<file path="config.mk">
export PLATFORM = sky130hd
export DESIGN_NAME = clock_select_sequencer
export DESIGN_NICKNAME = d
export VERILOG_FILES = /design/src/rtl/clock_select_sequencer.sv
export SDC_FILE = /design/constraint.sdc
export NUM_CORES = 1
export LEC_CHECK = 0
export CORE_ASPECT_RATIO = 1.5
export CORE_MARGIN = 1.5
export CORE_UTILIZATION = 49
export DETAILED_ROUTE_END_ITERATION = 6
export PLACE_DENSITY = 0.85
export SYNTH_ARGS = -nofsm -noshare
export SYNTH_HDL_FRONTEND = slang
export SYNTH_SLANG_ARGS = --single-unit
</file>
<file path="constraint.sdc">
create_clock -name CLK -period 1.7 [get_ports CLK]
set_clock_uncertainty 0.1 [all_clocks]
set_input_delay 0.255 -clock CLK [delete_from_list [all_inputs] [get_ports CLK]]
set_output_delay 0.255 -clock CLK [all_outputs]
set_load 0.02 [all_outputs]
</file>
<file path="src/rtl/clock_select_sequencer.sv">
// Round-robin switch sequencer for an ungated two-input clock selector: issues one
// SELECT_ENABLE pulse per switch, then tracks the selector's output reset before acknowledging.
module clock_select_sequencer #(
   parameter int NREQ    = 2,
   parameter int HOLDOFF = 4,
   parameter int TIMEOUT = 64
) (
   input  logic            CLK,
   input  logic            RST,
   input  logic [NREQ-1:0] REQ,
   input  logic [NREQ-1:0] REQ_SEL,
   output logic [NREQ-1:0] ACK,
   output logic            ERR,
   output logic            SELECT,
   output logic            SELECT_ENABLE,
   input  logic            SEL_RST_N,
   output logic            CUR_SEL,
   output logic            BUSY
);

   localparam int IW   = (NREQ > 1) ? $clog2(NREQ) : 1;
   localparam int CMAX = (TIMEOUT > HOLDOFF) ? TIMEOUT : HOLDOFF;
   localparam int CW   = $clog2(CMAX) + 1;

   localparam logic [IW:0]   NREQ_W       = (IW+1)'(NREQ);
   localparam logic [IW-1:0] LAST_IDX     = IW'(NREQ - 1);
   localparam logic [CW-1:0] TIMEOUT_LAST = CW'(TIMEOUT - 1);
   localparam logic [CW-1:0] HOLD_LAST    = CW'(HOLDOFF - 1);

   typedef enum logic [2:0] {
      IDLE,
      ACK_ST,
      ISSUE,
      WAIT_ASSERT,
      WAIT_RELEASE,
      HOLD
   } state_t;

   state_t        state_reg, state_next;
   logic [IW-1:0] grant_reg, grant_next;
   logic [IW-1:0] ptr_reg, ptr_next;
   logic          target_reg, target_next;
   logic          cur_sel_reg, cur_sel_next;
   logic          select_reg, select_next;
   logic          err_reg, err_next;
   logic [CW-1:0] cnt_reg, cnt_next;
   logic          sync1_reg, sync2_reg;
   logic          rst_s;

   assign rst_s = sync2_reg;

   // Rotate requests so bit 0 is the requester at ptr; the first set bit is the grant offset.
   logic [2*NREQ-1:0] req_dbl;
   logic [NREQ-1:0]   req_rot;
   logic              found;
   logic [IW:0]       offset;
   logic [IW:0]       sum;
   logic [IW-1:0]     pick;

   assign req_dbl = {REQ, REQ};
   assign req_rot = NREQ'(req_dbl >> ptr_reg);

   always_comb begin
      found  = 1'b0;
      offset = '0;
      for (int i = 0; i < NREQ; i++) begin
         if (!found && req_rot[i]) begin
            found  = 1'b1;
            offset = (IW+1)'(i);
         end
      end
      sum = {1'b0, ptr_reg} + offset;
      if (sum >= NREQ_W) begin
         sum = sum - NREQ_W;
      end
      pick = sum[IW-1:0];
   end

   always_comb begin
      state_next   = state_reg;
      grant_next   = grant_reg;
      ptr_next     = ptr_reg;
      target_next  = target_reg;
      cur_sel_next = cur_sel_reg;
      select_next  = select_reg;
      err_next     = err_reg;
      cnt_next     = cnt_reg;

      case (state_reg)
         IDLE: begin
            if (found) begin
               grant_next  = pick;
               target_next = REQ_SEL[pick];
               ptr_next    = (pick == LAST_IDX) ? '0 : pick + 1'b1;
               if (REQ_SEL[pick] == cur_sel_reg) begin
                  state_next = ACK_ST;
               end else begin
                  select_next = REQ_SEL[pick];
                  state_next  = ISSUE;
               end
            end
         end
         ISSUE: begin
            cur_sel_next = target_reg;
            cnt_next     = '0;
            state_next   = WAIT_ASSERT;
         end
         WAIT_ASSERT: begin
            if (!rst_s) begin
               cnt_next   = '0;
               state_next = WAIT_RELEASE;
            end else if (cnt_reg == TIMEOUT_LAST) begin
               err_next   = 1'b1;
               state_next = ACK_ST;
            end else begin
               cnt_next = cnt_reg + 1'b1;
            end
         end
         WAIT_RELEASE: begin
            if (rst_s) begin
               cnt_next   = '0;
               state_next = HOLD;
            end else if (cnt_reg == TIMEOUT_LAST) begin
               err_next   = 1'b1;
               state_next = ACK_ST;
            end else begin
               cnt_next = cnt_reg + 1'b1;
            end
         end
         HOLD: begin
            // A reset re-assertion restarts the release wait; the holdoff counts from the final release.
            if (!rst_s) begin
               cnt_next   = '0;
               state_next = WAIT_RELEASE;
            end else if (cnt_reg == HOLD_LAST) begin
               state_next = ACK_ST;
            end else begin
               cnt_next = cnt_reg + 1'b1;
            end
         end
         ACK_ST: begin
            err_next   = 1'b0;
            state_next = IDLE;
         end
         default: begin
            state_next = IDLE;
         end
      endcase
   end

   always_ff @(posedge CLK) begin
      if (RST) begin
         state_reg   <= IDLE;
         grant_reg   <= '0;
         ptr_reg     <= '0;
         target_reg  <= 1'b0;
         cur_sel_reg <= 1'b0;
         select_reg  <= 1'b0;
         err_reg     <= 1'b0;
         cnt_reg     <= '0;
         sync1_reg   <= 1'b1;
         sync2_reg   <= 1'b1;
      end else begin
         state_reg   <= state_next;
         grant_reg   <= grant_next;
         ptr_reg     <= ptr_next;
         target_reg  <= target_next;
         cur_sel_reg <= cur_sel_next;
         select_reg  <= select_next;
         err_reg     <= err_next;
         cnt_reg     <= cnt_next;
         sync1_reg   <= SEL_RST_N;
         sync2_reg   <= sync1_reg;
      end
   end

   genvar gi;
   generate
      for (gi = 0; gi < NREQ; gi++) begin : g_ack
         assign ACK[gi] = (state_reg == ACK_ST) && (grant_reg == IW'(gi));
      end
   endgenerate

   assign ERR           = (state_reg == ACK_ST) && err_reg;
   assign SELECT        = select_reg;
   assign SELECT_ENABLE = (state_reg == ISSUE);
   assign CUR_SEL       = cur_sel_reg;
   assign BUSY          = (state_reg != IDLE);

endmodule

</file>
After elaboration in Yosys (flattened, before gate mapping)
Index checks and enable logic that the tools add are counted.
- RAM bits: 0
- memories kept: 0
- register bits: 18
- logic and storage cells: 71
- latch bits: 0
- bits in read-only memories: 0
- multipliers: 0
- add/sub/neg operators: 4
- multiplexer cells: 25
- $lt $le $gt $ge: 2
- shift operators: 1
- bitwise operators: 2
- reduce and logical (&&, ||, !) cells: 14
- div/mod/pow operators: 0
- equality and inequality tests: 13
- operator list (operator ; number):
    two-way mux 7 bit ; 5
    one-hot mux 7 bit (4 select lines) ; 1
    two-way mux 3 bit ; 6
    one-hot mux 3 bit (5 select lines) ; 1
    two-way mux 1 bit ; 10
    adder 7 x 1 -> 7 bit, second input constant ; 1
    == test 7 x 2 -> 1 bit, second input constant ; 1
    == test 7 x 6 -> 1 bit, second input constant ; 1
    == test 3 x 2 -> 1 bit, second input constant ; 2
    == test 3 bit, second input constant ; 2
    inequality test 2 bit, second input constant ; 3
    inequality test 3 bit, second input constant ; 2
    AND reduction 2 bit ; 3
    AND reduction 3 bit ; 2
    nonzero test 3 bit ; 2
    logical AND 1 bit ; 4
    nonzero test 4 bit ; 1
    right shift 4 x 1 -> 2 bit ; 1
    == test 3 x 1 -> 1 bit, second input constant ; 1
    zero test 3 bit ; 1
    one-hot mux 1 bit (3 select lines) ; 1
    adder 1 x 1 -> 2 bit ; 1
    greater-or-equal comparator 2 bit, second input constant ; 1
    less-than comparator 1 x 2 -> 1 bit, second input constant ; 1
    other kinds (6) ; 7

Depth between registers and ports, before layout
Gate-level depths: netlist of run 1.
- depth in word-level cells: 14
- gate-level depth with buffers: 6

Worst setup path before layout of run 1
No wires, ideal clock.
- path kind: register -> register
- start point: reg cnt_reg[3]
- end point: reg cnt_reg[2]
- data required time: 1466 ps
- clock period less this slack: 1723 ps
- stages on the path, launching flop included: 6
- arrival: 1490 ps
- library setup time: 134 ps
- setup slack: -23 ps
- path through: dfxtp_1 or4_4 nor4_4 o21ai_1 a21oi_1 a211oi_1
- cells in the longest elaborated chain, start to end: 4
- RTL lines (element ; line ; source):
    from (decl) ; 46 ; logic [CW-1:0] cnt_reg, cnt_next;
    from (signal assigned) ; 171 ; cnt_reg <= cnt_next;
    == test 7 x 6 -> 1 bit ; 112, 123 ;
    two-way mux 7 bit ; - ;
    two-way mux 7 bit (on tied branches) ; - ;
    one-hot mux 7 bit (4 select lines) ; - ;
Parallel ways exist; a longest one is shown, timed or not.
A chain may end at the register's enable or synchronous reset.

Worst setup path in the final report of run 1
- start point: reg cnt_reg[6]
- end point: reg cnt_reg[3]
The elaborated chain is that of the path after synthesis.

==> results of run 1 <==
## how the worst max path moves through the flow
stage | cells after the start | end | start
2_1_floorplan | 5 | cnt_reg[3] | cnt_reg[4]
3_3_place_gp | 6 | state_reg[0] | REQ[0]
3_5_place_dp | 6 | state_reg[0] | REQ[0]
4_1_cts | 5 | cnt_reg[5] | cnt_reg[6]
5_1_grt | 5 | cnt_reg[5] | cnt_reg[6]
6_report | 5 | cnt_reg[3] | cnt_reg[6]
## where the power goes
group          switching, mW  total (mW)  internal, mW
clock network          0.144       0.274         0.131
logic                  0.219       0.426         0.207
registers             0.0295       0.480         0.450
total                  0.392        1.18         0.787
## layer usage
layer	GRT usage, %	vias to the layer above	part of all wire (%)
met1	24.1	554	39
met3	2.31	13	2.9
met2	47.7	41	55
li1	-	596	-
met5	0	-	0
met4	11.2	0	3.3
## Yosys cell counts (2+ instances only)
| master | number |
|---|---|
| a211oi_1 | 3 |
| a21oi_1 | 13 |
| a22o_1 | 2 |
| and3_1 | 4 |
| buf_6 | 2 |
| clkbuf_1 | 2 |
| dfxtp_1 | 18 |
| inv_1 | 6 |
| mux2i_1 | 4 |
| nand2_1 | 7 |
| nand2b_1 | 4 |
| nand3b_1 | 2 |
| nor2_1 | 20 |
| nor2b_1 | 2 |
| nor3_1 | 3 |
| o21ai_0 | 8 |
| o21ai_1 | 3 |
| o22ai_1 | 5 |
| or2_2 | 2 |
| xnor2_1 | 2 |
## per-stage QoR
stage	setup WS, ns	hold WS (ns)	TNS, ns
finish	-0.0888	0.217	-0.465
CTS	-0.0876	0.328	-0.433
floorplan	-0.0100	0.259	-0.0211
global placement	-0.302	0.291	-1.40
global route	-0.155	0.239	-0.983
detailed placement	-0.394	0.300	-1.98
## kinds of logic after synthesis
family                   Yosys count  synth area share [%]
AO/OA/AOI/OAI                     45                  25.7
XOR/XNOR                           2                  1.55
adder cells (fa/ha/maj)            2                  1.99
buffers and inverters             14                  7.29
flip-flops                        18                  31.8
multiplexers                       5                  4.53
AND/OR/NAND/NOR                   55                  27.1
## cell type report
type / count / share of cell area, %
sequential: 18 / 23.4
inverter: 6 / 1.43
tap: 23 / 1.83
multi-input combinational: 109 / 48.7
timing repair buffer: 41 / 22.3
clock buffer: 4 / 2.30
## timing repair
item | in CTS | in global routing
setup buffers | 1 | 0
pin swaps | 6 | 1
resized for setup | 26 | 13
gates cloned | 0 | 0
endpoints found under the setup margin | 15 | 13
## tightest hold or removal path, delay by kind of cell
| family | cells | cell delay [ns] |
|---|---|---|
| buf+inv | 2 | 0.26 |
| compound gates | 1 | 0.08 |
==> flow_summary_export.csv, run 1 <==
group,metric,value,unit
setup_path,rr_startpoint,"cnt_reg[6]",
pwr,power_density,748,nW/µm²
clocking,path_clk_slew,0.12,ns
setup_path,cp_cell_sequence,"or4_4, nor4_4, o31a_4, o21ai_1, a21oi_1",
synthesis,yosys_warnings,0,
pwr,ir_worst_vdd,0.593,mV
synthesis,synth.avg_cell_area,8.03,µm²
finish,fin_util,71.4,%
timing,period_needed,1.79,ns
die,die_y,61.9,µm
pwr,power_leakage,0.673,nW
global_routing,antenna_found_initial,0,
setup_path,crit_path_top_delay_cell,"or4_4",
synthesis,synth-seq-cells,18,
placed_design,gp_congestion,0.864,
finish,layout-drive-gt1-share,37.1,%
die,ios,14,
finish,mostFrequentLayoutCell,"buf_4",
synthesis,ys_seq_area_share,31.8,%
setup_path,cpLargestDelayFamily,"simple AND/OR/NAND/NOR gates",
finish,largest_reg_flops,7,
timing,worstMarginPinSlew,0.449,ns
global_routing,grt_pass1_vias,1127,
detailed_routing,wl_per_cell,15.0,µm
die,start_util,51.3,%
timing,slew_violations,0,
finish,final_cell_mix,"27 x buf_4, 17 x nor2_1, 13 x dfxtp_1, 12 x a21oi_1, 7 x nand2_1",
timing,fmax,0.559,GHz
detailed_routing,drc,0,
global_routing,grt_pass1_wl,4770,µm
finish,design_area,1580,µm²
finish,fillers,174,
placed_design,place_area,1470,µm²
finish,final_nets,187,
finish,regArea,369,µm²
placed_design,dp.cells,196,
timing,final.period_utilization,105,%
die,std_cell_rows,21,
global_routing,grt_max_degree,23,
worst_hold_path,min_to,"ptr_reg",
setup_path,cp_num_buf_inv,0,
detailed_routing,drt_iter0_drc,34,
die,coreArea,2210,µm²
synthesis,synth.distinct_cells,49,
timing,rsz0062_at_grt,"yes",
setup_path,ff2ff_path_depth,5,
detailed_routing,firstDrtPassIters,4,
synthesis,syn_inst,141,
placed_design,portBuffers,13,
synthesis,synth_edf_count,0,
die,die_area,2610,µm²
setup_path,crit_type,"reg2reg",
detailed_routing,vias_per_cell,5.99,
clocking,cts_tree,"done",
clocking,htree_levels,1,
timing,setup_viol,7,
finish,diodes,0,
setup_path,cpPeakStageDelay,0.56,ns
die,die_x,42.3,µm
timing,maxSlewHeadroom,70.0,%
synthesis,synthTopCellsByArea,"dfxtp_1 32%, nor2_1 6.6%, a21oi_1 5.7%",
detailed_routing,dr_total_vias,1204,
finish,multi_input_area,768,µm²
outcome,violations,"setup timing",
global_routing,grt_usage,23.5,%
synthesis,yosysTopAreaCell,"dfxtp_1",
synthesis,syn-num-nets,149,
clocking,cts_hold_buf,0,
run,drv_cap,0,
global_routing,grt_overflow,0,
setup_path,worst_setup_path_start_kind,"register",
setup_path,cp_max_fo,4,
finish,syn2layout_area_growth,39.2,%
placed_design,dpl.hpwl,2170,µm
synthesis,yosys.area.top_type_share,31.8,%
setup_path,crit_required,1.83,ns
setup_path,r2r_end,"cnt_reg[3]",
finish,fin_cells,201,
clocking,clockBufferDepth,2,
synthesis,async_flop_share,0,%
synthesis,synth_area,1130,µm²
clocking,clock_latency,0.30,ns
synthesis,yosys_most_used_dff,"dfxtp_1",
pwr,power,1.18,mW
clocking,cts.sinks,18,
clocking,cts_buffers,3,
detailed_routing,final_antenna_net_count,0,
setup_path,rrSetupSlack,-0.09,ns
clocking,clock-root-buffer,"clkbuf_4",
setup_path,worstPathArrival,1.92,ns
timing,fin_ws,-0.0888,ns
worst_hold_path,min_path_cells,3,
setup_path,crit_path_end_kind,"register",
worst_hold_path,min-delay-start,"REQ[1]",
detailed_routing,routed_wirelength,3010,µm
outcome,status,"complete, but fails checks",
timing,hold_viol,0,
worst_hold_path,hold_class,"in2reg",
Power figures use the tool's default switching activity.
==> run 2: changes to the inputs <==
Settings changed: CORE_UTILIZATION 49 to 55, DONT_BUFFER_PORTS set to 1, PLACE_DENSITY 0.85 to 0.83.
==> run 2 against run 1 <==
The run ends with hold timing, setup timing left. Largest cell class unchanged. Total power fell by 1.9%. Critical path depth up 1. Via count rose by 0.91%. Wire length grew 14%.
==> flow_summary_export.csv, run 2 (synthesis results as in run 1) <==
group,metric,value,unit
finish,design_area,1450,µm²
pwr,pwr-share-clk,23.8,%
global_routing,grt_max_degree,19,
die,die_x,40.0,µm
die,die_area,2350,µm²
timing,worstMarginPinSlew,0.418,ns
detailed_routing,vias_per_cell,6.60,
placed_design,post-place-ws,-0.0824,ns
timing,finalSetupTns,-0.590,ns
timing,rsz0062_at_grt,"yes",
global_routing,gr-usage-met2,49.3,%
setup_path,critical_path.startpoint,"cnt_reg[1]",
placed_design,dpl.hpwl,2130,µm
finish,final_nets,172,
timing,hold_viol,11,
detailed_routing,wl_per_cell,18.6,µm
timing,slew_violations,0,
finish,fillers,116,
die,coreArea,1880,µm²
clocking,path_clk_slew,0.10,ns
placed_design,gp_congestion,0.888,
pwr,ir_worst_vdd,0.832,mV
detailed_routing,routed_wirelength,3430,µm
pwr,power_frac_seq,43.9,%
die,start_util,60.3,%
detailed_routing,final_antenna_net_count,0,
clocking,htree_levels,1,
global_routing,grt_overflow,0,
die,ios,14,
clocking,cts_buffers,3,
setup_path,crit_path_end,"cnt_reg[0]",
die,std_cell_rows,19,
global_routing,met3_usage,2.64,%
pwr,p_int,0.753,mW
global_routing,grt_pass1_vias,1146,
pwr,power_frac_comb,32.3,%
global_routing,busiest_layer,"met2",
timing,maxSlewHeadroom,71.9,%
pwr,power_density,798,nW/µm²
setup_path,rrSetupSlack,-0.22,ns
placed_design,dp.cells,174,
timing,final.period_utilization,113,%
setup_path,crit_required,1.80,ns
die,die_y,58.6,µm
setup_path,crit_type,"reg2reg",
global_routing,grt_pass1_wl,4940,µm
setup_path,worst_setup_path_start_kind,"register",
worst_hold_path,min_path_cells,1,
detailed_routing,dr_total_vias,1215,
pwr,swShare,35.0,%
outcome,status,"complete, but fails checks",
finish,layout-drive-gt1-share,36.8,%
finish,diodes,0,
finish,largest_reg_flops,7,
clocking,clock_latency,0.31,ns
finish,mostFrequentLayoutCell,"buf_4",
setup_path,crit_path_end_kind,"register",
setup_path,cp_max_fo,4,
placed_design,place_area,1270,µm²
detailed_routing,drt_iter0_drc,47,
setup_path,worstPathArrival,2.02,ns
pwr,power_leakage,0.579,nW
placed_design,portBuffers,0,
setup_path,r2r_end,"cnt_reg[0]",
clocking,cts_tree,"done",
clocking,cts_hold_buf,3,
global_routing,grt_usage,30.3,%
finish,final_cell_mix,"20 x buf_4, 17 x nor2_1, 12 x a21oi_1, 9 x dfxtp_1",
outcome,violations,"hold timing, setup timing",
pwr,p_sw,0.405,mW
timing,fin_ws,-0.220,ns
clocking,cts.sinks,18,
setup_path,ff2ff_path_depth,6,
global_routing,use_met1,36.3,%
clocking,clockBufferDepth,2,
clocking,clock-root-buffer,"clkbuf_4",
run,drv_cap,0,
timing,setup_viol,7,
worst_hold_path,hold_class,"in2reg",
detailed_routing,drc,0,
finish,fin_cells,184,
global_routing,antenna_found_initial,0,
timing,fmax,0.521,GHz
finish,syn2layout_area_growth,28.2,%
timing,hold_slack,-0.108,ns
detailed_routing,firstDrtPassIters,4,
setup_path,rr_startpoint,"cnt_reg[1]",
timing,period_needed,1.92,ns
[run 2: cell count changes in the layout (fill, tap and decap cells not counted), sizes merged]
cell / previous run / this run
buf: 29 / 23
clkdlybuf4s50: 6 / 0
clkdlybuf4s15: 3 / 0
dlygate4sd3: 0 / 3
dlymetal6s2s: 2 / 0
clkbuf: 5 / 4
[run 2: repair_timing]
action                                  4_1_cts  5_1_grt
hold endpoints to repair                     14       11
gates cloned                                  0        0
setup buffers                                 0        3
resized for setup                            11       21
pin swaps                                     2        5
endpoints found under the setup margin       13       15
[run 2: worst max-delay path: stages (launching register included)]
cell and delay [ns]:
dfxtp_2 0.35, ha_4 0.16, and4_2 0.24, and3_1 0.20
o31a_4 0.38, mux2i_1 0.29, nor2_1 0.09
[run 2: power by group through the flow]
stage	clock network [mW]	registers (mW)	logic (mW)
final	0.275	0.508	0.374
after global routing	0.290	0.512	0.398
after CTS	0.273	0.499	0.316
after detailed placement	0	0.504	0.294
after global placement	0	0.500	0.284
after floorplan	0	0.483	0.238
[run 2: per-stage QoR]
stage,util [%],total power [mW]
after floorplan,-,0.721
after global placement,67.5,0.784
after detailed placement,67.5,0.798
after CTS,72.4,1.09
after global routing,77.3,1.20
final,77.3,1.16
[run 2: how the worst min path moves through the flow]
stage               slack, ns            to      start
floorplan                0.26     sync1_reg  SEL_RST_N
global placement         0.22    cnt_reg[0]        RST
detailed placement       0.23    cnt_reg[0]        RST
CTS                     -0.11  state_reg[2]        RST
global route            -0.11  state_reg[2]        RST
finish                  -0.11  state_reg[2]        RST
[run 2: final cells by class]
cell class / count / area [µm²] / area share, %
well taps: 21 / 26.3 / 1.81
flip-flops and latches: 18 / 379 / 26.1
clock buffers: 4 / 36.3 / 2.50
inverters: 6 / 22.5 / 1.55
multi-input cells: 109 / 773 / 53.3
repair buffers: 26 / 214 / 14.7
[run 2: metal layers]
layer | vias to the layer above | part of all wire, % | wire (µm)
met2 | 58 | 51 | 1760
met3 | 16 | 5.0 | 172
met5 | - | 0 | 0
met1 | 580 | 39 | 1360
li1 | 561 | - | -
met4 | 0 | 4.1 | 139
